===== config.mk =====
export PLATFORM = sky130hd
export DESIGN_NAME = fb_avl_port
export DESIGN_NICKNAME = d
export VERILOG_FILES = /design/src/rtl/fb_avl_port.sv
export SDC_FILE = /design/constraint.sdc
export NUM_CORES = 1
export LEC_CHECK = 0
export CAP_MARGIN = 20
export CORE_ASPECT_RATIO = 0.7
export CORE_MARGIN = 2
export CORE_UTILIZATION = 44
export CTS_CLUSTER_SIZE = 30
export DETAILED_ROUTE_END_ITERATION = 10
export GPL_TIMING_DRIVEN = 0
export PLACE_DENSITY = 0.77
export RECOVER_POWER = 50
export SLEW_MARGIN = 20
export SYNTH_ARGS = -nofsm -noshare
export SYNTH_HDL_FRONTEND = slang
export SYNTH_SLANG_ARGS = --single-unit

===== constraint.sdc =====
create_clock -name clk -period 4 [get_ports clk]
set_input_delay 0.6 -clock clk [delete_from_list [all_inputs] [get_ports clk]]
set_output_delay 0.6 -clock clk [all_outputs]
set_load 0.01 [all_outputs]

===== src/rtl/fb_avl_port.sv =====
// fb_avl_port: frame buffer port onto an Avalon-MM master.
//
// A single frame of FRAME_WORDS pixels is written sequentially starting at
// BASE_ADDR and then read back in the same order. One command register holds
// the Avalon command in flight. It is reloaded whenever the slot is free or the
// slave takes the current command.
//
// Optional feature: define FB_OVERRUN_FLAG_EN to add the sticky `overrun`
// output. It flags requests made against a full frame or an exhausted read
// pointer.
//
// Ports:
//   clk, reset          clock (rising edge) and asynchronous active-high reset
//   wr_en, wr_data      active-low write request and pixel
//   rd_en               active-low read request
//   avl_ready           command slot free this cycle (combinational)
//   full                frame completely written (level)
//   rd_done             one-cycle pulse once the frame is fully read back
//   avl_read_req        read accepted this cycle (combinational)
//   rd_data(_valid)     returned pixel, one cycle after avl_readdatavalid
//   avl_*               Avalon-MM master signals
//   overrun             (FB_OVERRUN_FLAG_EN only) sticky request-overrun flag
module fb_avl_port #(
  parameter int DATA_WIDTH  = 32,
  parameter int ADDR_WIDTH  = 25,
  parameter int BASE_ADDR   = 0,
  parameter int FRAME_WORDS = 307200,
  parameter int MAX_RD_PEND = 16
) (
  input  logic                  clk,
  input  logic                  reset,
  input  logic                  wr_en,
  input  logic [DATA_WIDTH-1:0] wr_data,
  input  logic                  rd_en,
  output logic                  avl_ready,
  output logic                  full,
  output logic                  rd_done,
  output logic                  avl_read_req,
  output logic [DATA_WIDTH-1:0] rd_data,
  output logic                  rd_data_valid,
  output logic [ADDR_WIDTH-1:0] avl_address,
  output logic                  avl_write,
  output logic [DATA_WIDTH-1:0] avl_writedata,
  output logic                  avl_read,
  input  logic                  avl_waitrequest,
  input  logic [DATA_WIDTH-1:0] avl_readdata,
  input  logic                  avl_readdatavalid
`ifdef FB_OVERRUN_FLAG_EN
  ,
  output logic                  overrun
`endif
);

  localparam int PTR_W  = $clog2(FRAME_WORDS + 1);
  localparam int PEND_W = $clog2(MAX_RD_PEND + 1);

  localparam logic [PTR_W-1:0]      PTR_END  = PTR_W'(FRAME_WORDS);
  localparam logic [PTR_W-1:0]      PTR_LAST = PTR_W'(FRAME_WORDS - 1);
  localparam logic [PEND_W-1:0]     PEND_MAX = PEND_W'(MAX_RD_PEND);
  localparam logic [ADDR_WIDTH-1:0] BASE     = ADDR_WIDTH'(BASE_ADDR);

  typedef enum logic [1:0] {
    S_FILL  = 2'd0,
    S_DRAIN = 2'd1,
    S_DONE  = 2'd2
  } state_t;

  state_t            state;
  logic [PTR_W-1:0]  wr_ptr;
  logic [PTR_W-1:0]  rd_ptr;
  logic [PEND_W-1:0] rd_pend;
  logic              cmd_valid;
  logic              wr_acc;
  logic              rd_acc;
  logic              rdv_ok;

  // The command register is encoded directly in avl_write/avl_read.
  assign cmd_valid = avl_write | avl_read;
  assign avl_ready = ~cmd_valid | ~avl_waitrequest;

  // full is only low in S_FILL, so it alone gates writes. A simultaneous read
  // request is dropped whenever a write is requested.
  assign wr_acc = ~wr_en & avl_ready & ~full;
  assign rd_acc = ~rd_en & wr_en & avl_ready &
                  (rd_ptr != PTR_END) & (rd_pend != PEND_MAX);
  assign avl_read_req = rd_acc;

  // Read data with nothing outstanding (e.g. left over from before a reset)
  // is discarded so rd_pend cannot underflow.
  assign rdv_ok = avl_readdatavalid & (rd_pend != '0);

  // Command register stage
  always_ff @(posedge clk or posedge reset) begin
    if (reset) begin
      avl_write     <= 1'b0;
      avl_read      <= 1'b0;
      avl_address   <= '0;
      avl_writedata <= '0;
    end else if (wr_acc) begin
      avl_write     <= 1'b1;
      avl_read      <= 1'b0;
      avl_address   <= BASE + ADDR_WIDTH'(wr_ptr);
      avl_writedata <= wr_data;
    end else if (rd_acc) begin
      avl_write     <= 1'b0;
      avl_read      <= 1'b1;
      avl_address   <= BASE + ADDR_WIDTH'(rd_ptr);
    end else if (avl_ready) begin
      // Slot was empty or the slave just took the command.
      avl_write <= 1'b0;
      avl_read  <= 1'b0;
    end
  end

  // Frame sequencing: pointers, full and rd_done
  always_ff @(posedge clk or posedge reset) begin
    if (reset) begin
      state   <= S_FILL;
      wr_ptr  <= '0;
      rd_ptr  <= '0;
      full    <= 1'b0;
      rd_done <= 1'b0;
    end else begin
      if (wr_acc) wr_ptr <= wr_ptr + 1'b1;
      if (rd_acc) rd_ptr <= rd_ptr + 1'b1;
      case (state)
        S_FILL: begin
          // full rises on the same edge that wr_ptr reaches FRAME_WORDS.
          if (wr_acc && (wr_ptr == PTR_LAST)) begin
            state <= S_DRAIN;
            full  <= 1'b1;
          end
        end
        S_DRAIN: begin
          if ((rd_ptr == PTR_END) && (rd_pend == '0) && !cmd_valid) begin
            state   <= S_DONE;
            rd_done <= 1'b1;
          end
        end
        S_DONE: begin
          // Rewind for the next frame.
          state   <= S_FILL;
          rd_done <= 1'b0;
          full    <= 1'b0;
          wr_ptr  <= '0;
          rd_ptr  <= '0;
        end
        default: begin
          state   <= S_FILL;
          rd_done <= 1'b0;
        end
      endcase
    end
  end

  // Outstanding read counter
  always_ff @(posedge clk or posedge reset) begin
    if (reset) begin
      rd_pend <= '0;
    end else begin
      case ({rd_acc, rdv_ok})
        2'b10:   rd_pend <= rd_pend + 1'b1;
        2'b01:   rd_pend <= rd_pend - 1'b1;
        default: rd_pend <= rd_pend;
      endcase
    end
  end

  // Read return stage (latency 1)
  always_ff @(posedge clk or posedge reset) begin
    if (reset) begin
      rd_data_valid <= 1'b0;
      rd_data       <= '0;
    end else begin
      rd_data_valid <= rdv_ok;
      if (rdv_ok) rd_data <= avl_readdata;
    end
  end

`ifdef FB_OVERRUN_FLAG_EN
  // Sticky until reset: a request was made that can never be served this frame.
  always_ff @(posedge clk or posedge reset) begin
    if (reset) begin
      overrun <= 1'b0;
    end else if ((~wr_en & full) | (~rd_en & (rd_ptr == PTR_END))) begin
      overrun <= 1'b1;
    end
  end
`endif

endmodule


* Yosys cells after proc, flatten, opt, wreduce, memory -nomap -nowiden
Index checks and enable logic that the tools add are counted.
** Word-level totals
- Bits in registers :: 139
- Bits of input ports :: 70
- Logic and storage cells :: 76
** Cells by class
- Add/sub/neg operators :: 4
- Equal/unequal tests :: 10
- Muxes and demuxes :: 19
- Bitwise operators :: 15
- Reductions and logical operators :: 16
** Operators by type and width (number)
- 2-to-1 mux 19 bit :: 4
- 2-to-1 mux 25 bit :: 2
- adder 19 x 1 -> 19 bit, second input constant :: 2
- == test 19 bit, second input constant :: 2
- inequality test 19 bit, second input constant :: 1
- case mux 5 bit (2 select lines) :: 1
- nonzero test 2 bit :: 5
- AND 1 bit :: 7
- 2-to-1 mux 1 bit :: 7
- NOT 1 bit :: 6
- AND reduction 2 bit :: 3
- adder 5 x 1 -> 5 bit, second input constant :: 1
- zero test 5 bit :: 1
- inequality test 5 bit, second input constant :: 1
- nonzero test 5 bit :: 1
- subtractor 5 x 1 -> 5 bit, second input constant :: 1
- == test 2 x 1 -> 1 bit, second input constant :: 2
- == test 2 bit, second input constant :: 2
- 2-to-1 mux 2 bit :: 2
- inequality test 2 bit, second input constant :: 2
- case mux 1 bit (2 select lines) :: 2
- case mux 2 bit (2 select lines) :: 1
- logical AND 1 bit :: 3
- nonzero test 3 bit :: 1
- 3 further kinds :: 4

* Longest topological paths before layout
- Depth in word-level cells :: 8
- Mapped depth :: 16
- Gate-level depth less buffers :: 13

* Least setup slack after synthesis
OpenSTA, ideal clock, no wires.
- Path kind :: reg-to-reg
- Start point :: register rd_pend[1]
- End point :: register rd_pend[4]
- Library setup time :: 0.123 ns
- Arrival time :: 3.002 ns
- Data required time :: 3.877 ns
- Slack :: 0.876 ns
- Cell stages (with the launch flop) :: 16
- Cell sequence :: dfrtp_1 -> buf_6 -> or4_4 -> o2111a_2 -> o21ai_4 -> buf_6 -> buf_6 -> ha_1 -> clkbuf_1 -> xor2_1 -> ha_1 -> nor2b_1 -> o21ai_0 -> a31oi_1 -> nor2_1 -> xnor2_1
** On the way
- Longest elaborated chain between the ends :: 4
- Elaborated cells between the ends (all ways) :: 10
** Ends and longest elaborated chain
- start, declared :: RTL line 71 : logic [PEND_W-1:0] rd_pend;
- start signal, assigned :: RTL line 162 : 2'b10: rd_pend <= rd_pend + 1'b1;
- start signal, assigned :: RTL line 163 : 2'b01: rd_pend <= rd_pend - 1'b1;
- start signal, assigned :: RTL line 164 : default: rd_pend <= rd_pend;
- inequality test 5 bit or nonzero test 5 bit (tied branches) :: RTL line 85, 90
- AND 1 bit, on equally long branches :: RTL line 85, 90
- == test 2 x 1 -> 1 bit or == test 2 bit (tied branches) :: RTL line 161 : case ({rd_acc, rdv_ok})
- case mux 5 bit (2 select lines) or nonzero test 2 bit (tied branches)
Parallel ways exist; a longest one is shown, timed or not.
A chain may end at the register's enable or synchronous reset.

* Final worst setup path
- Start point :: register rd_pend[1]
- End point :: register rd_pend[4]
** On the way
- Longest elaborated chain between the ends :: 4
- Elaborated cells between the ends (all ways) :: 10
** Ends and longest elaborated chain
- nonzero test 5 bit (*) :: RTL line 90 : assign rdv_ok = avl_readdatavalid & (rd_pend != '0);
- AND 1 bit (*) :: RTL line 90
- net rdv_ok :: RTL line 75 : logic rdv_ok;
- == test 2 x 1 -> 1 bit or == test 2 bit (tied branches) :: RTL line 161
- case mux 5 bit (2 select lines) or nonzero test 2 bit (tied branches)
Mark *: on every way through the listed nets, which the timed path passes. The rest lies on a longest branch.

==> parameters.txt <==
Parameter                              Value

Placed design
  Gp weighted congestion ... 0.915
  Half-perimeter wire length after placement ... 12.6 mm
  Number of port buffers ... 159
  Post-detailed-placement cell area ... ~0.008 mm²

Drt
  Wire length on met3 ... between 1 and 1.5 mm
  DRC violations left ... 0
  Sum of met2 wire segment lengths after detailed routing ... a little over 8 mm
  Detailed-route via count ... 5421
  Vias per inst ... approximately 5.2
  Detailed-route wire length on metal 1 ... 7.11 mm
  Initial DRC Count ... approximately 390
  Routed wire length ... 17.1 mm
  Mean routed wirelength per cell ... ~17 µm
  First drt pass iteration count ... 5
  Post-route ant nets ... 0
  Top routing layer in use ... met4

Job
  Total of max-cap violations ... 0

Finish
  Register cell area after layout ... between 0.003 and 0.004 mm²
  Post-layout net count ... about 900
  Final cell area excluding filler cells ... 0.00850 mm²
  Post-synthesis to final-layout area growth ... 42.5%
  Share of layout cells above drive strength 1 ... 0.0673
  Area occupied by multi-input gates ... about 0.0024 mm²
  Number of fill cells ... 1038

Die
  Number of top-level design ports ... approximately 170
  Initial Util ... 0.452
  Height of the die ... slightly above 100 µm
  Core footprint ... ~0.013 mm²
  FP Rows ... 35
  Area of the die ... about 0.015 mm²
  Horizontal die dimension ... roughly 140 µm

Timing
  Final worst clock skew ... roughly 15 ps
  Number of failing setup endpoints in the final timing report ... 0
  Worst Hold Slack ... between 400 and 500 ps
  Worst-margin pin slew ... ~1200 ps
  Achievable Freq ... 265 MHz
  Relative max-transition margin ... 0.171
  Final Slew Violations ... 0
  Minimum period implied by the final worst setup slack ... 3770 ps
  RSZ-0062 raised after global routing ... no
  Final cycle utilization of the critical path ... 0.943
  Post-route setup TNS ... 0 ps
  Final hold viol count ... 0

Synth
  Post-synthesis share of cell area spent on full adders, half adders and majority gates ... 0.0147
  Top cell type's share of synthesized area ... 0.558
  Total number of yosys warnings ... 0
  Area leader, netlist ... sky130_fd_sc_hd__dfrtp_1
  Most repeated cell in the gate-level netlist after synthesis ... sky130_fd_sc_hd__nand2_1
  Xor and xnor area share after synthesis ... 0.0470
  Number of different library cells in the post-synthesis netlist ... 47
  Fraction of the mapped netlist area in compound gates ... 0.0686
  Dominant combinational cell family by area after synthesis ... simple AND/OR/NAND/NOR gates
  Syn Inst Count ... between 600 and 700
  Fraction of synthesis flops using an asynchronous set or reset pin ... 1.00
  Total of flip-flops plus latches after synthesis ... approximately 130
  Most instantiated flip-flop cell in the synthesis netlist ... sky130_fd_sc_hd__dfrtp_1
  Sequential fraction of the synthesis area ... 0.558
  Proportion of synthesized area in mux cells ... 0.00189
  Top cell types by occurrence after synthesis ... sky130_fd_sc_hd__nand2_1 (240), sky130_fd_sc_hd__dfrtp_1 (133), sky130_fd_sc_hd__nor2_1 (36)
  Cell area after synthesis ... 0.00596 mm²
  Number of synthesized flops with an enable pin ... 0
  Mean instance size in the synthesized netlist ... ~9 µm²
  Post-Synth Simple-Gate Area ... 0.266
  Largest cells by area after synthesis ... sky130_fd_sc_hd__dfrtp_1 (56%), sky130_fd_sc_hd__nand2_1 (15%), sky130_fd_sc_hd__xnor2_1 (3.1%)

Clocking
  Clock-pin transition on the worst setup and hold timing paths ... approximately 60 ps
  Clock H-tree levels ... 4
  Total clock buffers created by CTS ... 17
  CTS Root Buffer Type ... sky130_fd_sc_hd__clkbuf_16
  Resized Gates After CTS ... 0
  Max Buffers Root-to-Sink ... 2
  Number of sinks on the clock net ... ~130
  Clock latency of the later-clocked register in the worst-skew pair ... between 400 and 500 ps
  TritonCTS clock tree ... done

Outcome
  Outcome ... finished clean

Pwr
  Pwr Total ... ~4.6 mW
  Worst vdd ir ... about 460 µV
  Static Leakage ... about 4.0 nW
  Power Dens Cells ... roughly 550 mW/mm²

Setup path
  Critical path data required time ... approximately 4300 ps
  Critical path type ... flop to flop
  Endpoint of the lowest-slack register-to-register path ... rd_pend[4]
  Minimum setup slack among reg-to-reg paths ... around 230 ps
  Delay of the slowest cell on the worst path ... roughly 530 ps
  Critical Path Start Type ... flop
  Sequence of cells on the critical path ... buf_6 -> or4_4 -> o21ai_1 -> inv_1 -> clkbuf_1 -> ha_1 -> clkbuf_1 -> xor2_1 -> ha_1 -> nor2b_1 -> o21ai_0 -> a31oi_1 -> nor2_1 -> xnor2_1
  Slowest cell on the critical path ... sky130_fd_sc_hd__or4_4
  Data arrival time at the worst-slack endpoint ... between 4000 and 5000 ps
  CP endpoint kind ... flop
  Worst-path fanout max ... 12
  Beginning of the worst register-to-register path ... rd_pend[1]
  Count of cells along the worst register-to-register path ... 14

GRT
  Initial antenna violation count ... 1
  Vias in the first global route ... between 5000 and 6000
  Global route overflow ... 0
  Global-route wire length before repair ... 27.4 mm
  Maximum number of pins on one net before global-route repair ... 36
  Overall routing resource usage ... 0.242

Hold path
  Hold depth ... 2
  Destination of the worst hold path ... rd_data[6]
  Class of the tightest hold or removal check ... flop to flop
  Start point of the worst hold path ... rd_data[6]
[registers in the layout (all words and copies together), names as in the netlist]
| name | cells |
|---|---|
| avl_address | 19 |
| avl_read | 1 |
| avl_write | 1 |
| avl_writedata | 32 |
| full | 1 |
| rd_data | 32 |
| rd_data_valid | 1 |
| rd_done | 1 |
| rd_pend | 5 |
| rd_ptr | 19 |
| state | 2 |
| wr_ptr | 19 |
[routing by layer]
metal	GRT usage	up-vias
li1	-	2520
met2	0.382	228
met1	0.320	2642
met5	0	-
met3	0.0757	31
met4	0.0807	0
[stage by stage]
step | setup slack, ps | instances | utilization
CTS | 235 | 1031 | 0.649
global placement | 387 | 996 | 0.592
finish | 228 | 1033 | 0.645
global route | 11.6 | 1032 | 0.644
detailed placement | 179 | 1000 | 0.598
floorplan | 876 | 652 | -
[kinds of logic (layout without fill, tap and decap cells)]
| family | count (synthesis) | after routing |
|---|---|---|
| xor+xnor | 32 | 32 |
| fa+ha+maj | 7 | 7 |
| compound gates | 59 | 59 |
| simple gates | 365 | 365 |
| mux | 1 | 1 |
| flops | 133 | 133 |
| other cells | 1 | 7 |
| buf+inv | 49 | 244 |
[timing repair]
| action | in CTS | in global routing |
|---|---|---|
| setup endpoints to repair | 0 | 1 |
| endpoints found under the hold margin | 0 | 0 |
| hold buffers | 0 | 0 |
| setup buffers | 0 | 1 |
[critical path, delay by kind of cell, from the launching register on]
family,cells,cell delay [ps]
AOI/OAI and AO/OA,3,750
xor gates and xnor gates,2,320
adders and majority gates,2,530
buffers and inverters,4,840
DFF,1,370
and+or+nand+nor,3,890
[worst max path at each step]
stage | depth (start not counted) | startpoint | end | slack [ps]
after floorplan | 15 | rd_pend[1] | rd_pend[4] | 880
after global placement | 15 | avl_waitrequest | rd_pend[4] | 390
after detailed placement | 15 | avl_waitrequest | rd_pend[4] | 180
after CTS | 14 | rd_pend[1] | rd_pend[4] | 230
after global routing | 14 | rd_pend[1] | rd_pend[4] | 10
final | 14 | rd_pend[1] | rd_pend[4] | 230
[report_power, final]
group | internal [mW] | switching (mW)
sequential | 1.58 | 0.191
clock | 1.13 | 0.619
combinational | 0.544 | 0.581
[cell type report]
cell class,count,share of cell area
sequential,133,0.392
multi-input combinational,470,0.282
timing repair buffer,164,0.190
clock buffer,18,0.0517
tap,185,0.0272
clock inverter,13,0.0261
buffer,38,0.0253
inverter,11,0.00530
antenna,1,0.000295
[cell usage in the layout (no fill, tap or decap), drive strengths merged, types with 2 or more instances in the layout]
master	netlist	final
xnor2	21	21
dfrtp	133	133
ha	7	7
nor2b	3	3
conb	1	6
o31ai	3	3
or4	9	9
nor2	36	36
and3	2	2
nand4	11	11
a21oi	13	13
dlygate4sd3	0	46
buf	15	16
clkinvlp	0	2
o211ai	6	6
nor4	7	7
nand2b	3	3
nor4b	4	4
clkdlybuf4s50	0	113
nand3	29	29
and4	4	4
or3	2	2
xor2	11	11
a22oi	20	20
nor3	9	9
inv	11	14
bufinv	0	5
o2111ai	2	2
o21ai	10	10
nand2	241	241
clkbuf	23	45
clkinv	0	3
and2	3	3
Power figures use the tool's default switching activity.
